### src/rtl/vga_timing_pkg.sv
// -----------------------------------------------------------------------------
// vga_timing_pkg
//
// Shared definitions for the raster timing generator:
//   - timing_t     : one display mode's geometry (active, porches, sync widths)
//   - VGA_640X480  : 640x480@60 mode, the generator's default geometry
//   - VGA_800X600  : 800x600@60 mode
//   - htot / vtot  : total line / frame length of a mode
//   - clog2        : ceiling log2, used for elaboration-time width checks
// -----------------------------------------------------------------------------
package vga_timing_pkg;

  typedef struct packed {
    int hen;  // active pixels per line
    int hfp;  // horizontal front porch
    int hsw;  // hsync width
    int hbp;  // horizontal back porch
    int ven;  // active lines
    int vfp;  // vertical front porch
    int vsw;  // vsync width
    int vbp;  // vertical back porch
  } timing_t;

  localparam timing_t VGA_640X480 = '{
    hen: 640, hfp: 16, hsw: 96,  hbp: 48,
    ven: 480, vfp: 10, vsw: 2,   vbp: 33
  };

  localparam timing_t VGA_800X600 = '{
    hen: 800, hfp: 40, hsw: 128, hbp: 88,
    ven: 600, vfp: 1,  vsw: 4,   vbp: 23
  };

  function automatic int htot(input timing_t t);
    return t.hen + t.hfp + t.hsw + t.hbp;
  endfunction

  function automatic int vtot(input timing_t t);
    return t.ven + t.vfp + t.vsw + t.vbp;
  endfunction

  // Smallest r with 2**r >= n; a counter holding 0..n-1 needs clog2(n) bits.
  function automatic int clog2(input int n);
    int r;
    r = 0;
    for (int i = 0; i < 31; i++) begin
      if ((1 << i) < n) r = i + 1;
    end
    return r;
  endfunction

endpackage

### src/rtl/vga_timing_gen_if.sv
// -----------------------------------------------------------------------------
// vga_timing_gen_if
//
// Bundle between the timing generator and its consumer (framebuffer reader and
// VGA pin drivers).
//   en           consumer -> generator  advance raster; 0 freezes it
//   hs, vs       generator -> consumer  sync outputs, polarity already applied
//   de           generator -> consumer  display enable
//   x, y         generator -> consumer  clamped pixel / line coordinate
//   line_start   generator -> consumer  one-cycle pulse at the start of a line
//   frame_start  generator -> consumer  one-cycle pulse at the start of a frame
//   fetch_en     generator -> consumer  look-ahead display enable
//   fetch_x/y    generator -> consumer  look-ahead coordinates
// Modports: master = generator side, slave = consumer side.
// -----------------------------------------------------------------------------
interface vga_timing_gen_if #(
  parameter int XW = 10,
  parameter int YW = 9
);

  logic          en;
  logic          hs;
  logic          vs;
  logic          de;
  logic [XW-1:0] x;
  logic [YW-1:0] y;
  logic          line_start;
  logic          frame_start;
  logic          fetch_en;
  logic [XW-1:0] fetch_x;
  logic [YW-1:0] fetch_y;

  modport master (
    input  en,
    output hs, vs, de, x, y, line_start, frame_start,
           fetch_en, fetch_x, fetch_y
  );

  modport slave (
    output en,
    input  hs, vs, de, x, y, line_start, frame_start,
           fetch_en, fetch_x, fetch_y
  );

endinterface

### src/rtl/raster_counter.sv
// -----------------------------------------------------------------------------
// raster_counter
//
// Two-dimensional raster position counter. h counts 0..HTOT-1 and wraps; v
// advances once per h wrap and itself wraps at VTOT-1. Asynchronous reset
// loads the start position (H0, V0), which lets the same block serve as the
// main raster and as a look-ahead raster offset by a fixed number of pixels.
//
// Ports:
//   pclk   in   pixel clock
//   rst    in   asynchronous, active-high reset (loads H0, V0)
//   en     in   advance one position when high; hold when low
//   h      out  horizontal position (registered)
//   v      out  vertical position (registered)
//   hwrap  out  high while h sits on its last position (HTOT-1)
// -----------------------------------------------------------------------------
module raster_counter #(
  parameter int CW   = 10,
  parameter int HTOT = 800,
  parameter int VTOT = 525,
  parameter int H0   = 0,
  parameter int V0   = 0
) (
  input  logic          pclk,
  input  logic          rst,
  input  logic          en,
  output logic [CW-1:0] h,
  output logic [CW-1:0] v,
  output logic          hwrap
);

  if (H0 < 0 || H0 >= HTOT || V0 < 0 || V0 >= VTOT) begin : g_bad_start
    $error("raster_counter: start position outside the raster");
  end

  localparam logic [CW-1:0] H_LAST = CW'(HTOT - 1);
  localparam logic [CW-1:0] V_LAST = CW'(VTOT - 1);
  localparam logic [CW-1:0] H_INIT = CW'(H0);
  localparam logic [CW-1:0] V_INIT = CW'(V0);

  logic [CW-1:0] h_q, h_d;
  logic [CW-1:0] v_q, v_d;

  assign hwrap = (h_q == H_LAST);

  always_comb begin
    // NOTE: every next-state signal gets its hold value first, so no branch can
    // leave it unassigned and no latch is inferred.
    h_d = h_q;
    v_d = v_q;
    if (en) begin
      if (hwrap) begin
        h_d = '0;
        v_d = (v_q == V_LAST) ? '0 : v_q + CW'(1);
      end else begin
        h_d = h_q + CW'(1);
      end
    end
  end

  // NOTE: state registers use <= so each flop samples pre-edge values no matter
  // how the statements are ordered.
  always_ff @(posedge pclk or posedge rst) begin
    if (rst) begin
      h_q <= H_INIT;
      v_q <= V_INIT;
    end else begin
      h_q <= h_d;
      v_q <= v_d;
    end
  end

  assign h = h_q;
  assign v = v_q;

endmodule

### src/rtl/vga_timing_gen.sv
// -----------------------------------------------------------------------------
// vga_timing_gen
//
// Parametrised raster timing generator. A main raster counter drives the
// display decode (hs, vs, de, x, y, line/frame pulses); a second counter runs
// LEAD pixels ahead and drives an identical decode for the framebuffer fetch,
// so a read with LEAD cycles of latency lines up with de. Every output is
// registered: the value after edge t+1 reflects the counter state at edge t.
//
// Ports:
//   pclk  in   pixel clock
//   rst   in   asynchronous, active-high reset
//   vif   master side of vga_timing_gen_if (en in; sync, enables,
//         coordinates and pulses out)
//
// Geometry defaults to 640x480@60. HS_POL / VS_POL give the active level of
// the sync pulses. CW must hold max(HTOT, VTOT) positions; LEAD is 0..HTOT-1.
// -----------------------------------------------------------------------------
module vga_timing_gen
  import vga_timing_pkg::*;
#(
  parameter int HEN    = VGA_640X480.hen,
  parameter int HFP    = VGA_640X480.hfp,
  parameter int HSW    = VGA_640X480.hsw,
  parameter int HBP    = VGA_640X480.hbp,
  parameter int VEN    = VGA_640X480.ven,
  parameter int VFP    = VGA_640X480.vfp,
  parameter int VSW    = VGA_640X480.vsw,
  parameter int VBP    = VGA_640X480.vbp,
  parameter bit HS_POL = 1'b0,
  parameter bit VS_POL = 1'b0,
  parameter int LEAD   = 2,
  parameter int CW     = 10,
  parameter int XW     = 10,
  parameter int YW     = 9
) (
  input  logic             pclk,
  input  logic             rst,
  vga_timing_gen_if.master vif
);

  localparam int HTOT = HEN + HFP + HSW + HBP;
  localparam int VTOT = VEN + VFP + VSW + VBP;

  if (clog2(HTOT) > CW || clog2(VTOT) > CW) begin : g_bad_cw
    $error("vga_timing_gen: CW too narrow for the raster");
  end
  if (clog2(HEN) > XW || clog2(VEN) > YW) begin : g_bad_xy
    $error("vga_timing_gen: XW/YW too narrow for the active area");
  end
  if (LEAD < 0 || LEAD >= HTOT) begin : g_bad_lead
    $error("vga_timing_gen: LEAD must lie in 0..HTOT-1");
  end

  // Region boundaries as counter-width constants so the compares stay
  // width-matched.
  localparam logic [CW-1:0] H_ACT   = CW'(HEN);
  localparam logic [CW-1:0] H_SYNC0 = CW'(HEN + HFP);
  localparam logic [CW-1:0] H_SYNC1 = CW'(HEN + HFP + HSW);
  localparam logic [CW-1:0] V_ACT   = CW'(VEN);
  localparam logic [CW-1:0] V_SYNC0 = CW'(VEN + VFP);
  localparam logic [CW-1:0] V_SYNC1 = CW'(VEN + VFP + VSW);
  localparam logic [XW-1:0] X_MAX   = XW'(HEN - 1);
  localparam logic [YW-1:0] Y_MAX   = YW'(VEN - 1);

  logic en;
  assign en = vif.en;

  // ---------------------------------------------------------------------------
  // Raster counters: main at (0,0), look-ahead LEAD raster positions ahead.
  // ---------------------------------------------------------------------------
  logic [CW-1:0] hcnt, vcnt;
  logic [CW-1:0] lh, lv;
  logic          main_hwrap, look_hwrap;

  raster_counter #(
    .CW   (CW),
    .HTOT (HTOT),
    .VTOT (VTOT),
    .H0   (0),
    .V0   (0)
  ) u_main (
    .pclk  (pclk),
    .rst   (rst),
    .en    (en),
    .h     (hcnt),
    .v     (vcnt),
    .hwrap (main_hwrap)
  );

  raster_counter #(
    .CW   (CW),
    .HTOT (HTOT),
    .VTOT (VTOT),
    .H0   (LEAD % HTOT),
    .V0   (LEAD / HTOT)
  ) u_look (
    .pclk  (pclk),
    .rst   (rst),
    .en    (en),
    .h     (lh),
    .v     (lv),
    .hwrap (look_hwrap)
  );

  // The wrap strobes serve consumers of the counter; the decode below works
  // directly from the positions.
  logic unused_hwrap;
  assign unused_hwrap = main_hwrap ^ look_hwrap;

  // ---------------------------------------------------------------------------
  // Decode
  // ---------------------------------------------------------------------------
  logic          hs_d, vs_d, de_d, ls_d, fs_d, fen_d;
  logic [XW-1:0] x_d, fx_d;
  logic [YW-1:0] y_d, fy_d;

  always_comb begin
    de_d  = (hcnt < H_ACT) && (vcnt < V_ACT);
    hs_d  = ((hcnt >= H_SYNC0) && (hcnt < H_SYNC1)) ? HS_POL : ~HS_POL;
    vs_d  = ((vcnt >= V_SYNC0) && (vcnt < V_SYNC1)) ? VS_POL : ~VS_POL;
    // Coordinates clamp at the last active pixel/line through blanking.
    x_d   = (hcnt < H_ACT) ? XW'(hcnt) : X_MAX;
    y_d   = (vcnt < V_ACT) ? YW'(vcnt) : Y_MAX;
    // Pulses are gated by en so a frozen raster cannot repeat or stretch them.
    ls_d  = en && (hcnt == '0);
    fs_d  = en && (hcnt == '0) && (vcnt == '0);
    fen_d = (lh < H_ACT) && (lv < V_ACT);
    fx_d  = (lh < H_ACT) ? XW'(lh) : X_MAX;
    fy_d  = (lv < V_ACT) ? YW'(lv) : Y_MAX;
  end

  // ---------------------------------------------------------------------------
  // Output registers
  // ---------------------------------------------------------------------------
  logic          hs_q, vs_q, de_q, ls_q, fs_q, fen_q;
  logic [XW-1:0] x_q, fx_q;
  logic [YW-1:0] y_q, fy_q;

  always_ff @(posedge pclk or posedge rst) begin
    if (rst) begin
      hs_q  <= ~HS_POL;
      vs_q  <= ~VS_POL;
      de_q  <= 1'b0;
      x_q   <= '0;
      y_q   <= '0;
      ls_q  <= 1'b0;
      fs_q  <= 1'b0;
      fen_q <= 1'b0;
      fx_q  <= '0;
      fy_q  <= '0;
    end else begin
      ls_q <= ls_d;
      fs_q <= fs_d;
      if (en) begin
        hs_q  <= hs_d;
        vs_q  <= vs_d;
        de_q  <= de_d;
        x_q   <= x_d;
        y_q   <= y_d;
        fen_q <= fen_d;
        fx_q  <= fx_d;
        fy_q  <= fy_d;
      end
    end
  end

  assign vif.hs          = hs_q;
  assign vif.vs          = vs_q;
  assign vif.de          = de_q;
  assign vif.x           = x_q;
  assign vif.y           = y_q;
  assign vif.line_start  = ls_q;
  assign vif.frame_start = fs_q;
  assign vif.fetch_en    = fen_q;
  assign vif.fetch_x     = fx_q;
  assign vif.fetch_y     = fy_q;

endmodule

### src/flat_wrapper.sv
// flat-port wrapper written by rule: the top's interface ports become plain ports
module vga_timing_gen_flat import vga_timing_pkg::*;
#(
  parameter int HEN    = VGA_640X480.hen,
  parameter int HFP    = VGA_640X480.hfp,
  parameter int HSW    = VGA_640X480.hsw,
  parameter int HBP    = VGA_640X480.hbp,
  parameter int VEN    = VGA_640X480.ven,
  parameter int VFP    = VGA_640X480.vfp,
  parameter int VSW    = VGA_640X480.vsw,
  parameter int VBP    = VGA_640X480.vbp,
  parameter bit HS_POL = 1'b0,
  parameter bit VS_POL = 1'b0,
  parameter int LEAD   = 2,
  parameter int CW     = 10,
  parameter int XW     = 10,
  parameter int YW     = 9
)
  (pclk, rst, vif_en, vif_hs, vif_vs, vif_de, vif_x, vif_y, vif_line_start, vif_frame_start, vif_fetch_en, vif_fetch_x, vif_fetch_y);
  vga_timing_gen_if #(.XW(XW), .YW(YW)) vif_i ();
  input  logic pclk;
  input  logic rst;
  input wire logic [$bits(vif_i.en)-1:0] vif_en;
  output wire logic [$bits(vif_i.hs)-1:0] vif_hs;
  output wire logic [$bits(vif_i.vs)-1:0] vif_vs;
  output wire logic [$bits(vif_i.de)-1:0] vif_de;
  output wire logic [$bits(vif_i.x)-1:0] vif_x;
  output wire logic [$bits(vif_i.y)-1:0] vif_y;
  output wire logic [$bits(vif_i.line_start)-1:0] vif_line_start;
  output wire logic [$bits(vif_i.frame_start)-1:0] vif_frame_start;
  output wire logic [$bits(vif_i.fetch_en)-1:0] vif_fetch_en;
  output wire logic [$bits(vif_i.fetch_x)-1:0] vif_fetch_x;
  output wire logic [$bits(vif_i.fetch_y)-1:0] vif_fetch_y;
  assign vif_i.en = vif_en;
  assign vif_hs = vif_i.hs;
  assign vif_vs = vif_i.vs;
  assign vif_de = vif_i.de;
  assign vif_x = vif_i.x;
  assign vif_y = vif_i.y;
  assign vif_line_start = vif_i.line_start;
  assign vif_frame_start = vif_i.frame_start;
  assign vif_fetch_en = vif_i.fetch_en;
  assign vif_fetch_x = vif_i.fetch_x;
  assign vif_fetch_y = vif_i.fetch_y;
  vga_timing_gen #(.HEN(HEN), .HFP(HFP), .HSW(HSW), .HBP(HBP), .VEN(VEN), .VFP(VFP), .VSW(VSW), .VBP(VBP), .HS_POL(HS_POL), .VS_POL(VS_POL), .LEAD(LEAD), .CW(CW), .XW(XW), .YW(YW)) u_core (.pclk(pclk), .rst(rst), .vif(vif_i));
endmodule
### config.mk
export PLATFORM = sky130hd
export DESIGN_NAME = vga_timing_gen_flat
export DESIGN_NICKNAME = d
export VERILOG_FILES = /design/src/rtl/vga_timing_pkg.sv /design/src/rtl/vga_timing_gen_if.sv /design/src/rtl/raster_counter.sv /design/src/rtl/vga_timing_gen.sv /design/src/flat_wrapper.sv
export SDC_FILE = /design/constraint.sdc
export NUM_CORES = 1
export LEC_CHECK = 0
export ABC_CLOCK_PERIOD_IN_PS = 6450
export BUFFER_PORTS_ARGS = -buffer_cell sky130_fd_sc_hd__buf_4
export CORE_ASPECT_RATIO = 2
export CORE_MARGIN = 4
export CORE_UTILIZATION = 52
export CTS_BUF_LIST = sky130_fd_sc_hd__clkbuf_4 sky130_fd_sc_hd__clkbuf_8
export CTS_CLUSTER_SIZE = 10
export DETAILED_ROUTE_END_ITERATION = 10
export GPL_TIMING_DRIVEN = 0
export HOLD_SLACK_MARGIN = 0.15
export PLACE_DENSITY = 0.73
export SLEW_MARGIN = 30
export SYNTH_ARGS = -nofsm -noshare
export SYNTH_HDL_FRONTEND = slang
export SYNTH_HIERARCHICAL = 1
export SYNTH_SLANG_ARGS = --single-unit
### constraint.sdc
create_clock -name pclk -period 6.45 [get_ports pclk]
set_clock_uncertainty 0.1 [all_clocks]
set_input_delay 1.29 -clock pclk [delete_from_list [all_inputs] [get_ports pclk]]
set_output_delay 1.29 -clock pclk [all_outputs]
set_load 0.05 [all_outputs]
==> flow_summary_export.csv, run 1 <==
group,metric,value,unit
route,wirelength,9190,um
floorplanning,io_pins,47,
timing,timing.final.ws_setup,3450,ps
critical_path,worstReg2RegStart,"u_core/u_look/h[1]",
floorplanning,placement_rows,44,
route,detailedRoute.firstPassIterationCount,5,
layout,post_route_cells_drive_above_1_share,18.7,%
synthesis,mappedNetlistNets,381,
timing,finalSetupViolations,0,
synthesis,postSynthAreaPerCell,10.3,um^2
layout,stdcell_count,526,
layout,final_cell_mix,"sky130_fd_sc_hd__dfrtp_1, sky130_fd_sc_hd__buf_4, sky130_fd_sc_hd__nor2_1, sky130_fd_sc_hd__nand2_1, sky130_fd_sc_hd__o21ai_0",
critical_path,worst_setup_path_endpoint,"u_core/u_look/v[6]",
route,routed_via_density,5.99,
placed_design,gpl.final_weighted_congestion,0.861,
critical_path,worstPathArrival,3140,ps
timing,finalHoldViolCount,0,
timing,final.setup.tns,0,ps
critical_path,cp-end-kind,"flip-flop",
timing,final.hold.worst_slack,403,ps
power,power_density,294,nW/um^2
synthesis,most_common_flop_cell_mapped_by_yosys,"sky130_fd_sc_hd__dfrtp_1",
placed_design,port_buffers,45,
global_routing,grt_pass1_wl,15100,um
floorplanning,floorplan.initialDensity,53.2,%
synthesis,number_of_synthesized_flops_with_an_enable_pin,0,
placed_design,dp_cells,510,
critical_path,setup.worst_path.class,"in -> reg",
clocking,cts.hold.buffers_added,0,
global_routing,grt_use_total,22.9,%
synthesis,synthDominantCellAreaShare,52.8,%
outcome,run_status,"finished, final reports clean",
power,seqPwrFrac,48.4,%
synthesis,synthesis.yosys.warnings,6,
clocking,cts_buffers,9,
synthesis,synth_sequential_area_ratio,54.8,%
power,comb_power_share,17.1,%
global_routing,grt_remaining_overflow,0,
layout,finalInstanceArea,4570,um^2
layout,final_core_density,63.3,%
floorplanning,die_width,68.8,um
clocking,clkSlewWorstSetupHoldPaths,80,ps
floorplanning,fp.dieArea,8910,um^2
worst_hold_path,worst_hold_startpoint,"u_core/vif.x[1]",
run,maxCapViolations,0,
global_routing,antenna_found_initial,0,
route,drt_iter0_drc,320,
clocking,htree_num_levels,3,
clocking,post_cts_resize_count,0,
critical_path,regToRegSetupSlack,3770,ps
layout,layout.cells.most_common,"sky130_fd_sc_hd__dfrtp_1",
timing,worst-slew-pin-transition,829,ps
placed_design,dp_worst_setup_slack,3280,ps
worst_hold_path,hold_class,"reg -> reg",
power,swShare,29.5,%
route,antenna_left,0,
critical_path,critPathRequiredTime,6600,ps
critical_path,critical_path.reg2reg.endpoint,"u_core/u_look/v[6]",
clocking,clock_insertion_delay_worst_skew,360,ps
layout,areaGrowthSynthToFinish,18.9,%
power,p_clk_share,34.6,%
timing,layout_min_cycle_time,3000,ps
clocking,post-cts-setup-buffer-count,0,
power,p_leak,1.95,nW
timing,share_of_the_clock_period_used_by_the_worst_path_after_layout,46.5,%
critical_path,critical_path_peak_fanout,10,
synthesis,yosys.area.top_type,"sky130_fd_sc_hd__dfrtp_1",
route,route.vias.total,3149,
synthesis,postSynth.asyncResetShare,100,%
critical_path,rr_worst_depth,6,
floorplanning,die_h,130,um
power,peak_vdd_ir,0.000208,V
placed_design,dpl_cell_area,4310,um^2
synthesis,ys_top_cells_by_area,"sky130_fd_sc_hd__dfrtp_1, sky130_fd_sc_hd__o22a_1, sky130_fd_sc_hd__o21ai_0",
power,p_switching,0.395,mW
floorplanning,core_area,7210,um^2
timing,setup_repair_after_global_routing_missed_its_margin,"false",
route,post_drt_wl_per_cell,17.5,um
global_routing,maximum_number_of_pins_on_one_net_before_global_route_repair,30,
layout,fill_cells,607,
synthesis,synth_cells,372,
power,total_power,1.34,mW
route,drc,0,
critical_path,crit_path_start,"vif_en",
placed_design,place.detailed.hpwl,6630,um
clocking,tritoncts_clock_tree,"built",
power,p_int,0.946,mW
global_routing,via_count_of_the_first_global_routing_pass,3127,
synthesis,synth.ff_latch_count,84,
timing,timing_max_transition_violations_final,0,
layout,diodes,0,
synthesis,synth.cell_area,3840,um^2
clocking,cts_sink_count,84,
layout,sequential_cell_area,2110,um^2
timing,worst_slew_margin_rel,44.6,%
clocking,clock_tree.root_cell,"sky130_fd_sc_hd__clkbuf_8",
critical_path,cp-start-kind,"primary input",
layout,fin_nets,438,
timing,timing.fmax,0.334,GHz
layout,multiInputGateArea,1580,um^2
clocking,cts_max_path_buffers,2,
synthesis,post_synth_num_cell_types,40,
## layer usage
layer	routed length, um	up-vias	global-route usage (%)
li1	-	1468	-
met1	3380	1548	25.7
met2	5100	108	39.7
met3	439	25	5.64
met4	265	0	10.6
met5	0	-	0
## state kept, by name, summed over array words and instances, names as in the netlist, 9 cells and up
signal / count
u_core/vif.x: 10
u_core/vif.y: 9
u_core/vif.fetch_x: 10
u_core/u_look/h: 10
u_core/u_look/v: 10
u_core/vif.fetch_y: 9
u_core/u_main/h: 10
u_core/u_main/v: 10
## worst min path at each step
stage	to	slack (ps)	cells after the start
floorplan	u_core/u_look/h[1]	380	2
global placement	u_core/vif.fetch_x[6]	380	1
finish	u_core/vif.x[1]	400	1
CTS	u_core/u_look/h[1]	410	2
detailed placement	u_core/vif.x[2]	390	1
global route	u_core/vif.fetch_x[0]	420	1
## synthesized netlist by cell type (2+ instances only)
cell type / n
sky130_fd_sc_hd__inv_1: 21
sky130_fd_sc_hd__nor3b_1: 2
sky130_fd_sc_hd__nand4_1: 10
sky130_fd_sc_hd__o21ai_0: 25
sky130_fd_sc_hd__o21bai_1: 2
sky130_fd_sc_hd__buf_4: 4
sky130_fd_sc_hd__mux2_2: 4
sky130_fd_sc_hd__nor2_1: 33
sky130_fd_sc_hd__clkbuf_2: 2
sky130_fd_sc_hd__and4_1: 2
sky130_fd_sc_hd__nand3_1: 20
sky130_fd_sc_hd__nand3b_1: 2
sky130_fd_sc_hd__nand2_1: 28
sky130_fd_sc_hd__nor4_1: 8
sky130_fd_sc_hd__and2_1: 2
sky130_fd_sc_hd__o311ai_0: 4
sky130_fd_sc_hd__nor2b_1: 4
sky130_fd_sc_hd__a41o_1: 3
sky130_fd_sc_hd__and3_1: 8
sky130_fd_sc_hd__dfrtp_1: 81
sky130_fd_sc_hd__o22ai_1: 7
sky130_fd_sc_hd__nand4b_1: 3
sky130_fd_sc_hd__mux2i_1: 2
sky130_fd_sc_hd__xor2_1: 2
sky130_fd_sc_hd__a31oi_1: 5
sky130_fd_sc_hd__buf_2: 4
sky130_fd_sc_hd__dfstp_2: 3
sky130_fd_sc_hd__a21oi_1: 12
sky130_fd_sc_hd__xnor2_1: 12
sky130_fd_sc_hd__a22o_1: 4
sky130_fd_sc_hd__nand2b_1: 2
sky130_fd_sc_hd__o22a_1: 23
sky130_fd_sc_hd__clkbuf_1: 3
sky130_fd_sc_hd__ha_1: 6
sky130_fd_sc_hd__nor3_1: 9
sky130_fd_sc_hd__or4_1: 4
sky130_fd_sc_hd__a32o_1: 2
sky130_fd_sc_hd__nor4b_1: 2
## critical path, cell delays in order
cell	delay (ps)
sky130_fd_sc_hd__buf_4	130
sky130_fd_sc_hd__nand4_1	200
sky130_fd_sc_hd__nor4_1	640
sky130_fd_sc_hd__clkbuf_1	450
sky130_fd_sc_hd__o21ai_0	190
sky130_fd_sc_hd__a32o_1	240
## cell type report
| cell class | count | share of cell area, % |
|---|---|---|
| clock inverter | 4 | 2.08 |
| timing repair buffer | 46 | 7.84 |
| clock buffer | 12 | 3.48 |
| sequential | 84 | 46.1 |
| tap | 92 | 2.52 |
| inverter | 21 | 1.73 |
| multi-input combinational | 254 | 34.7 |
| buffer | 13 | 1.56 |
## logic make-up after synthesis
group | Yosys count | synth area share [%]
AND/OR/NAND/NOR | 141 | 18.9
AO/OA/AOI/OAI | 87 | 15.5
flip-flops | 84 | 54.8
buffers and inverters | 34 | 3.91
XOR/XNOR | 14 | 3.19
multiplexers | 6 | 1.69
adder cells (fa/ha/maj) | 6 | 1.95
## power groups by stage
stage / Combinational (mW) / Sequential (mW) / Clock, mW
finish: 0.229 / 0.649 / 0.464
global route: 0.246 / 0.659 / 0.498
CTS: 0.231 / 0.648 / 0.472
detailed placement: 0.231 / 0.657 / 0
global placement: 0.224 / 0.655 / 0
floorplan: 0.0897 / 0.721 / 0
Note: power is estimated with default switching activity, not from simulation.
==> run 2, diff against run 1 <==
--- a/config.mk
+++ b/config.mk
@@ -5,7 +5,7 @@
 export SDC_FILE = /design/constraint.sdc
 export NUM_CORES = 1
 export LEC_CHECK = 0
-export ABC_CLOCK_PERIOD_IN_PS = 6450
+export ABC_CLOCK_PERIOD_IN_PS = 3000
 export BUFFER_PORTS_ARGS = -buffer_cell sky130_fd_sc_hd__buf_4
 export CORE_ASPECT_RATIO = 2
 export CORE_MARGIN = 4
==> constraint.sdc (replaced) <==
create_clock -name pclk -period 3 [get_ports pclk]
set_clock_uncertainty 0.1 [all_clocks]
set_input_delay 0.6 -clock pclk [delete_from_list [all_inputs] [get_ports pclk]]
set_output_delay 0.6 -clock pclk [all_outputs]
set_load 0.05 [all_outputs]
==> run 2 against run 1 <==
Sequential power increased by 120%. Non-clock buffer count up 1. Utilization increased by 0.14 points. Register-to-register slack got worse by 3400 ps. Via count down 0.35%. Combinational power increased by 120%. Worst hold slack got worse by 44 ps. Critical path type is now reg -> reg. Largest power group unchanged.
==> flow_summary_export.csv, run 2 (synthesis results as in run 1) <==
group,metric,value,unit
outcome,run_status,"finished, final reports clean",
timing,final.hold.worst_slack,359,ps
floorplanning,core_area,7210,um^2
critical_path,cp-start-kind,"flip-flop",
placed_design,gpl.final_weighted_congestion,0.861,
clocking,clkSlewWorstSetupHoldPaths,80,ps
critical_path,cp_slowest_cell,"sky130_fd_sc_hd__nor4_1",
placed_design,place.detailed.hpwl,6630,um
global_routing,via_count_of_the_first_global_routing_pass,3136,
clocking,cts.hold.buffers_added,1,
timing,worst-slew-pin-transition,832,ps
power,power_density,630,nW/um^2
floorplanning,io_pins,47,
critical_path,worstReg2RegStart,"u_core/u_look/h[1]",
critical_path,setup.worst_path.class,"reg -> reg",
route,drt_iter0_drc,328,
route,wirelength,9160,um
timing,timing_max_transition_violations_final,0,
clocking,cts_sink_count,84,
timing,finalHoldViolCount,0,
critical_path,crit_path_start,"u_core/u_look/h[1]",
clocking,clock_insertion_delay_worst_skew,360,ps
clocking,cts_buffers,9,
layout,diodes,0,
layout,final_cell_mix,"sky130_fd_sc_hd__dfrtp_1, sky130_fd_sc_hd__buf_4, sky130_fd_sc_hd__nor2_1, sky130_fd_sc_hd__nand2_1, sky130_fd_sc_hd__o21ai_0",
placed_design,dpl_cell_area,4310,um^2
layout,areaGrowthSynthToFinish,19.2,%
timing,layout_min_cycle_time,2650,ps
route,antenna_left,0,
layout,layout.cells.most_common,"sky130_fd_sc_hd__dfrtp_1",
route,detailedRoute.firstPassIterationCount,5,
run,maxCapViolations,0,
layout,post_route_cells_drive_above_1_share,18.6,%
timing,final.setup.tns,0,ps
clocking,cts_max_path_buffers,2,
layout,finalInstanceArea,4580,um^2
layout,fin_nets,439,
floorplanning,die_h,130,um
worst_hold_path,worst_hold_startpoint,"vif_en",
critical_path,critPathRequiredTime,3140,ps
floorplanning,placement_rows,44,
floorplanning,floorplan.initialDensity,53.2,%
layout,final_core_density,63.5,%
timing,timing.fmax,0.378,GHz
route,post_drt_wl_per_cell,17.4,um
clocking,clock_tree.root_cell,"sky130_fd_sc_hd__clkbuf_8",
critical_path,cp-end-kind,"flip-flop",
timing,setup_repair_after_global_routing_missed_its_margin,"false",
route,routed_via_density,5.95,
critical_path,crit_path_cell_trace,"ha_1 -> nand4b_1 -> nor4_1 -> clkbuf_1 -> o21ai_0 -> a32o_1",
critical_path,worstPathArrival,2790,ps
global_routing,grt_use_total,23.0,%
timing,share_of_the_clock_period_used_by_the_worst_path_after_layout,88.2,%
power,peak_vdd_ir,0.000445,V
placed_design,port_buffers,45,
clocking,post-cts-setup-buffer-count,0,
floorplanning,die_width,68.8,um
floorplanning,fp.dieArea,8910,um^2
clocking,htree_num_levels,3,
route,route.vias.total,3138,
critical_path,critical_path_peak_fanout,10,
global_routing,maximum_number_of_pins_on_one_net_before_global_route_repair,30,
critical_path,regToRegSetupSlack,350,ps
global_routing,antenna_found_initial,0,
route,drc,0,
global_routing,grt_remaining_overflow,0,
global_routing,grt_pass1_wl,15100,um
critical_path,critPathMaxStageDelay,670,ps
power,p_leak,1.96,nW
worst_hold_path,hold_class,"in -> reg",
timing,worst_slew_margin_rel,44.5,%
clocking,tritoncts_clock_tree,"built",
clocking,post_cts_resize_count,0,
timing,finalSetupViolations,0,
## run 2: area by class of cell
type / instances / area, um^2
plain buffers: 13 / 71.3
clock buffers: 12 / 159
clock inverters: 4 / 95.1
fillers: 606 / 2640
inverters: 21 / 78.8
multi-input cells: 254 / 1580
flip-flops and latches: 84 / 2110
well taps: 92 / 115
repair buffers: 47 / 368
## run 2: metal layers
metal	part of all wire (%)	vias up	global-route usage, %
met5	0	-	0
met4	3.3	0	11.1
met3	4.9	25	5.72
met2	56	104	39.6
met1	36	1541	25.6
li1	-	1468	-
## run 2: per-stage QoR
stage	total power, mW	worst slack (ps)	std cells
after global routing	3.02	263	527
final	2.88	353	527
after detailed placement	1.91	517	510
after CTS	2.90	412	527
after global placement	1.89	521	509
after floorplan	1.74	821	372
## run 2: worst paths after layout
| check | depth (start not counted) | endpoint |
|---|---|---|
| max reg2reg | 6 | u_core/u_look/v[6] |
| max in group asynchronous | 3 | u_core/u_main/v[2] |
| min in group asynchronous | 3 | u_core/vif.fetch_x[1] |
| min | 2 | u_core/u_look/h[1] |
| max | 6 | u_core/u_look/v[6] |
| min reg2reg | 1 | u_core/vif.x[1] |
## run 2: worst max-delay path, delay by kind of cell (launching register included)
kind | cells | cell delay, ps
simple gates | 2 | 820
flops | 1 | 570
buf+inv | 1 | 450
compound gates | 2 | 400
fa+ha+maj | 1 | 190
## run 2: power breakdown
group	switching (mW)	total [mW]	internal (mW)
Sequential	0.148	1.40	1.25
Clock	0.388	0.994	0.607
Combinational	0.313	0.494	0.181
Total	0.848	2.88	2.04
